$ cat config.mk
export PLATFORM = sky130hd
export DESIGN_NAME = alu_mp_sequencer
export DESIGN_NICKNAME = d
export VERILOG_FILES = /design/src/rtl/alu_mp_sequencer.sv
export SDC_FILE = /design/constraint.sdc
export NUM_CORES = 1
export LEC_CHECK = 0
export ABC_CLOCK_PERIOD_IN_PS = 1950
export BUFFER_PORTS_ARGS = -buffer_cell sky130_fd_sc_hd__buf_2
export CORE_MARGIN = 1.5
export CORE_UTILIZATION = 39
export CTS_CLUSTER_DIAMETER = 40
export DETAILED_ROUTE_END_ITERATION = 7
export HOLD_SLACK_MARGIN = 0.05
export MAX_ROUTING_LAYER = met4
export PLACE_DENSITY = 0.82
export SYNTH_ARGS = -nofsm -noshare
export SYNTH_HDL_FRONTEND = slang
export SYNTH_SLANG_ARGS = --single-unit
export TNS_END_PERCENT = 100
$ cat constraint.sdc
create_clock -name clk -period 1.95 [get_ports clk]
set_input_delay 0.39 -clock clk [delete_from_list [all_inputs] [get_ports clk]]
set_output_delay 0.39 -clock clk [all_outputs]
set_load 0.01 [all_outputs]
$ cat src/rtl/alu_mp_sequencer.sv
// Purpose : multi-precision ADD/SUB/SHL/SHR front-end for a combinational 16-bit ALU,
//           streaming one 16-bit word per handshake with the carry chained between words.
// Latency : 1 cycle from input handshake to out_valid; one word per cycle with out_ready high.
// Backpr. : in_ready = !out_valid || out_ready while running; r_word is held while out_ready is low.
// Ports   : clk/rst (async, active-high); start/cmd/len start an operation; busy/done status;
//           in_valid/in_ready/a_word/b_word input stream; out_valid/out_ready/r_word output stream;
//           flags {C,Z,N,V}; alu_a/alu_b/alu_f/alu_cin drive the ALU; alu_result/alu_status come back.
module alu_mp_sequencer #(
   parameter int WORDS = 4,
   parameter int LW    = 3
) (
   input  logic          clk,
   input  logic          rst,
   input  logic          start,
   input  logic [1:0]    cmd,
   input  logic [LW-1:0] len,
   output logic          busy,
   output logic          done,
   input  logic          in_valid,
   output logic          in_ready,
   input  logic [15:0]   a_word,
   input  logic [15:0]   b_word,
   output logic          out_valid,
   input  logic          out_ready,
   output logic [15:0]   r_word,
   output logic [3:0]    flags,
   output logic [15:0]   alu_a,
   output logic [15:0]   alu_b,
   output logic [4:0]    alu_f,
   output logic          alu_cin,
   input  logic [15:0]   alu_result,
   input  logic [5:0]    alu_status
);

   localparam logic [1:0] CMD_ADD = 2'd0;
   localparam logic [1:0] CMD_SUB = 2'd1;
   localparam logic [1:0] CMD_SHL = 2'd2;
   localparam logic [1:0] CMD_SHR = 2'd3;

   typedef enum logic [1:0] {
      ST_IDLE  = 2'd0,
      ST_RUN   = 2'd1,
      ST_DRAIN = 2'd2,
      ST_FIN   = 2'd3
   } state_t;

   state_t        r_state;
   logic [1:0]    r_cmd;
   logic [LW-1:0] r_len;
   logic [LW-1:0] r_count;
   logic          r_carry;
   logic          r_zacc;
   logic          r_n_first;   // bit15 of the first result word (MS word for SHR)

   logic [LW-1:0] w_len_clamped;
   logic          w_accept;
   logic          w_first;
   logic          w_last;
   logic          w_res_zero;
   logic          w_n;
   logic          w_v;
   logic          w_unused_status;

   assign w_len_clamped = (len > LW'(WORDS)) ? LW'(WORDS) : len;

   assign in_ready   = (r_state == ST_RUN) && (r_len != '0) && (!out_valid || out_ready);
   assign w_accept   = in_valid && in_ready;
   assign w_first    = (r_count == '0);
   assign w_last     = (r_count == r_len - LW'(1));
   assign w_res_zero = (alu_result == 16'h0000);

   // SHR streams MS word first, so its sign bit arrives with the first word.
   assign w_n = (r_cmd == CMD_SHR) ? (w_first ? alu_result[15] : r_n_first) : alu_result[15];
   assign w_v = (r_cmd == CMD_ADD || r_cmd == CMD_SUB) ? alu_status[2] : 1'b0;

   assign w_unused_status = ^{alu_status[4:3], alu_status[1:0]};

   assign alu_a   = a_word;
   assign alu_b   = b_word;
   assign alu_cin = r_carry;

   // First word uses the carry-less opcode; later words use the carry-chaining variant.
   always_comb begin
      alu_f = 5'b00100;
      case (r_cmd)
         CMD_ADD: alu_f = w_first ? 5'b00100 : 5'b00101;
         CMD_SUB: alu_f = w_first ? 5'b00110 : 5'b00111;
         CMD_SHL: alu_f = w_first ? 5'b10000 : 5'b10110;
         CMD_SHR: alu_f = w_first ? 5'b10001 : 5'b10111;
         default: alu_f = 5'b00100;
      endcase
   end

   always_ff @(posedge clk or posedge rst) begin
      if (rst) begin
         r_state   <= ST_IDLE;
         r_cmd     <= CMD_ADD;
         r_len     <= '0;
         r_count   <= '0;
         r_carry   <= 1'b0;
         r_zacc    <= 1'b0;
         r_n_first <= 1'b0;
         busy      <= 1'b0;
         done      <= 1'b0;
         out_valid <= 1'b0;
         r_word    <= 16'h0000;
         flags     <= 4'b0000;
      end else begin
         case (r_state)
            ST_IDLE: begin
               if (start) begin
                  r_cmd     <= cmd;
                  r_len     <= w_len_clamped;
                  r_count   <= '0;
                  r_carry   <= 1'b0;
                  r_zacc    <= 1'b1;
                  r_n_first <= 1'b0;
                  flags     <= 4'b0000;
                  busy      <= 1'b1;
                  r_state   <= ST_RUN;
               end
            end
            ST_RUN: begin
               if (r_len == '0) begin
                  // Empty operand: value is zero, nothing exchanged.
                  flags   <= 4'b0100;
                  done    <= 1'b1;
                  r_state <= ST_FIN;
               end else if (w_accept) begin
                  r_word    <= alu_result;
                  out_valid <= 1'b1;
                  r_carry   <= alu_status[5];
                  r_zacc    <= r_zacc && w_res_zero;
                  r_count   <= r_count + LW'(1);
                  if (w_first) begin
                     r_n_first <= alu_result[15];
                  end
                  if (w_last) begin
                     flags   <= {alu_status[5], r_zacc && w_res_zero, w_n, w_v};
                     r_state <= ST_DRAIN;
                  end
               end else if (out_ready) begin
                  out_valid <= 1'b0;
               end
            end
            ST_DRAIN: begin
               if (!out_valid || out_ready) begin
                  out_valid <= 1'b0;
                  done      <= 1'b1;
                  r_state   <= ST_FIN;
               end
            end
            ST_FIN: begin
               done    <= 1'b0;
               busy    <= 1'b0;
               r_state <= ST_IDLE;
            end
            default: r_state <= ST_IDLE;
         endcase
      end
   end

endmodule

==> results.json <==
{
  "status": "complete, no violations",
  "start_kind": "flop",
  "finalPower_uw": 3710,
  "synth_top_area_share_pct": 43.56,
  "endpoint_kind": "output pin",
  "die_h_um": 75.82,
  "fin_area_sq_um": 2310,
  "die_area_sq_um": 5749,
  "p_leak_uw": 0.001211,
  "clock-root-buffer": "clkbuf_8",
  "synth_area_leaders": "dfrtp_1 (44%), buf_4 (12%), nand2_1 (12%)",
  "overflow": 0,
  "synth_cell_type_count": 36,
  "num-nets-final": 335,
  "seq_area_sq_um": 902.1,
  "worst_slack_ns": 0.1133,
  "wl_per_cell_um": 13.02,
  "grt_max_degree": 37,
  "syn-num-nets": 303,
  "cts_max_path_buffers": 2,
  "r2r_cells": 8,
  "tritoncts": "yes",
  "diodes": 0,
  "synth_seq_area_share_pct": 43.56,
  "coreArea_sq_um": 5107,
  "die_w_um": 75.82,
  "rsz0062_at_grt": "yes",
  "synth_edf_count": 0,
  "period_minus_slack_ns": 1.837,
  "cap_violations": 0,
  "place_area_sq_um": 2205,
  "io_buffers": 56,
  "hold_path_class": "input port to async pin",
  "finalSetupTns_ns": 0,
  "syn_to_final_growth_pct": 11.68,
  "htree_num_levels": 2,
  "routabilityCongestion": 0.9110,
  "drtPass1Iterations": 4,
  "crit_chain": "inv_2, ha_1, buf_6, nand2_1, nor2_1, buf_2",
  "track_usage_pct": 17.04,
  "vias": 1608,
  "drtIter0Drc": 63,
  "core.rowCount": 26,
  "clkTransAtPathRegs_ns": 0.07,
  "post-route-period-util_pct": 94.19,
  "report.final.hold_viol_count": 0,
  "synthCells": 231,
  "via_per_inst": 4.829,
  "ant_nets": 0,
  "critical_path_required_ns": 1.56,
  "power.density_nw_per_um2": 1606,
  "initial_core_util_pct": 40.49,
  "cp_max_fo": 9,
  "drive_gt1_share_pct": 31.94,
  "wirelength_mm": 4.335,
  "clkLatencyLatePin_ns": 0.29,
  "hpwl_mm": 3.278,
  "avgSynthCellArea_sq_um": 8.953,
  "ys_ff_latch": 36,
  "fin_worst_skew_ns": 0.002205,
  "clock-sinks": 36,
  "setup_violations": 0,
  "n_fill_cell": 523,
  "netlist_area_sq_um": 2068,
  "cp_slowest_cell": "dfrtp_1",
  "arrival_ns": 1.45,
  "critical_path_class": "flop to output pin",
  "grt_pass1_vias": 1621,
  "numCtsBuffers": 5,
  "rr_startpoint": "r_len[0]$_DFFE_PP0P_",
  "vdd_drop_max_uv": 536.1,
  "max-slew-margin-rel_pct": 65.56,
  "ios": 126,
  "antenna_found_initial": 0,
  "tightestPinTransition_ns": 0.5156,
  "drc": 0,
  "place_ws_ns": 0.1057,
  "yosysWarnings": 0,
  "regToRegEndpoint": "r_state[1]$_DFFE_PP0P_",
  "fmax_mhz": 544.5,
  "multi_input_area_sq_um": 860.8,
  "reg2reg_slack_ns": 0.11,
  "drv_slew": 0,
  "async_flop_share_pct": 100.0,
  "grt_pass1_wl_mm": 7.065,
  "yosysTopAreaCell": "dfrtp_1",
  "critPathMaxStageDelay_ns": 0.39,
  "synth_flop_cell": "dfrtp_1"
}
-- per-stage QoR --
| step | util, % | hold slack, ns | cells |
|---|---|---|---|
| after floorplan | - | 0.4307 | 231 |
| after global placement | 43.17 | 0.4551 | 324 |
| after CTS | 44.73 | 0.2124 | 331 |
| after global routing | 45.22 | 0.2373 | 333 |
| after detailed placement | 43.17 | 0.4566 | 324 |
| final | 45.22 | 0.1918 | 333 |
-- registers in the layout, indices dropped and copies added, names as in the netlist --
register   count
r_n_first      1
r_cmd          2
r_len          3
r_count        3
r_word        16
busy           1
r_zacc         1
out_valid      1
alu_cin        1
r_state        2
flags          4
done           1
-- worst max-delay path by stage --
stage,from,end,slack [ns]
final,r_state[1]$_DFFE_PP0P_,in_ready,0.11
after global routing,r_state[1]$_DFFE_PP0P_,r_count[0]$_DFFE_PP0P_,-0.03
after CTS,r_state[1]$_DFFE_PP0P_,in_ready,0.01
after detailed placement,r_len[0]$_DFFE_PP0P_,r_state[1]$_DFFE_PP0P_,0.11
after global placement,r_state[1]$_DFFE_PP0P_,r_state[1]$_DFFE_PP0P_,0.16
after floorplan,r_len[0]$_DFFE_PP0P_,flags[3]$_DFFE_PP0P_,-0.004
-- cells in the mapped netlist, types with 2 or more instances --
| cell type | instances |
|---|---|
| o31ai_1 | 2 |
| xnor2_1 | 3 |
| a21oi_1 | 3 |
| nand2b_1 | 7 |
| o21ai_0 | 17 |
| nor2b_1 | 4 |
| o21ai_1 | 3 |
| nor2_1 | 5 |
| nor4_1 | 3 |
| inv_1 | 7 |
| nand2_1 | 68 |
| o41ai_2 | 3 |
| nand3_1 | 2 |
| ha_1 | 8 |
| buf_4 | 34 |
| mux2_2 | 4 |
| clkbuf_1 | 4 |
| dfrtp_1 | 36 |
-- placed cells by master, fill, tap and decap left out, types with 2 or more instances in the layout --
cell type,instances
xnor2_1,3
nor2b_1,3
o31ai_1,2
nor4_1,3
o21ai_0,15
a21oi_1,3
buf_2,56
nand3_1,2
nand2b_1,7
buf_4,8
o41ai_2,3
o21ai_1,5
mux2_2,4
inv_1,6
nand2_1,68
nor2_1,5
clkbuf_8,5
ha_1,7
dfrtp_1,35
inv_2,2
-- logic make-up after synthesis --
| logic type | synth area share [%] |
|---|---|
| adder cells (fa/ha/maj) | 4.840 |
| multiplexers | 2.662 |
| buffers and inverters | 15.30 |
| AND/OR/NAND/NOR | 20.51 |
| XOR/XNOR | 1.694 |
| other | 0.1813 |
| flip-flops | 43.56 |
| AO/OA/AOI/OAI | 11.25 |
-- power breakdown --
group	total, uW	switching, uW	internal [uW]
registers	1280	205	1080
clock network	496	254	243
logic	1930	1100	835
total	3710	1560	2150
-- metal layers --
layer	routed length, um	vias to the layer above	GRT usage (%)
met5	0	-	-
met4	156	0	11.11
met3	270	16	4.233
met2	2079	47	26.76
met1	1828	757	19.20
li1	-	788	-
-- worst max-delay path: cells and delay by family, from the launching register on --
kind                       cells  cell delay, ns
DFF                            1            0.39
buffers and inverters          3            0.37
and+or+nand+nor                2            0.21
adders and majority gates      1            0.19
-- repair_timing --
action | 4_1_cts | 5_1_grt
hold buffers | 0 | 0
hold endpoints to repair | 0 | 0
pin swaps | 0 | 0
setup buffers | 0 | 2
endpoints found under the setup margin | 1 | 9
gates resized for setup | 1 | 5
-- area by class of cell --
class | count | share of cell area (%)
Timing Repair Buffer | 65 | 15.22
Tap cell | 70 | 3.792
Inverter | 8 | 1.300
Clock inverter | 1 | 0.2167
Multi-Input combinational cell | 147 | 37.27
Clock buffer | 6 | 3.142
Sequential cell | 36 | 39.06
(Power assumes the default switching activity.)
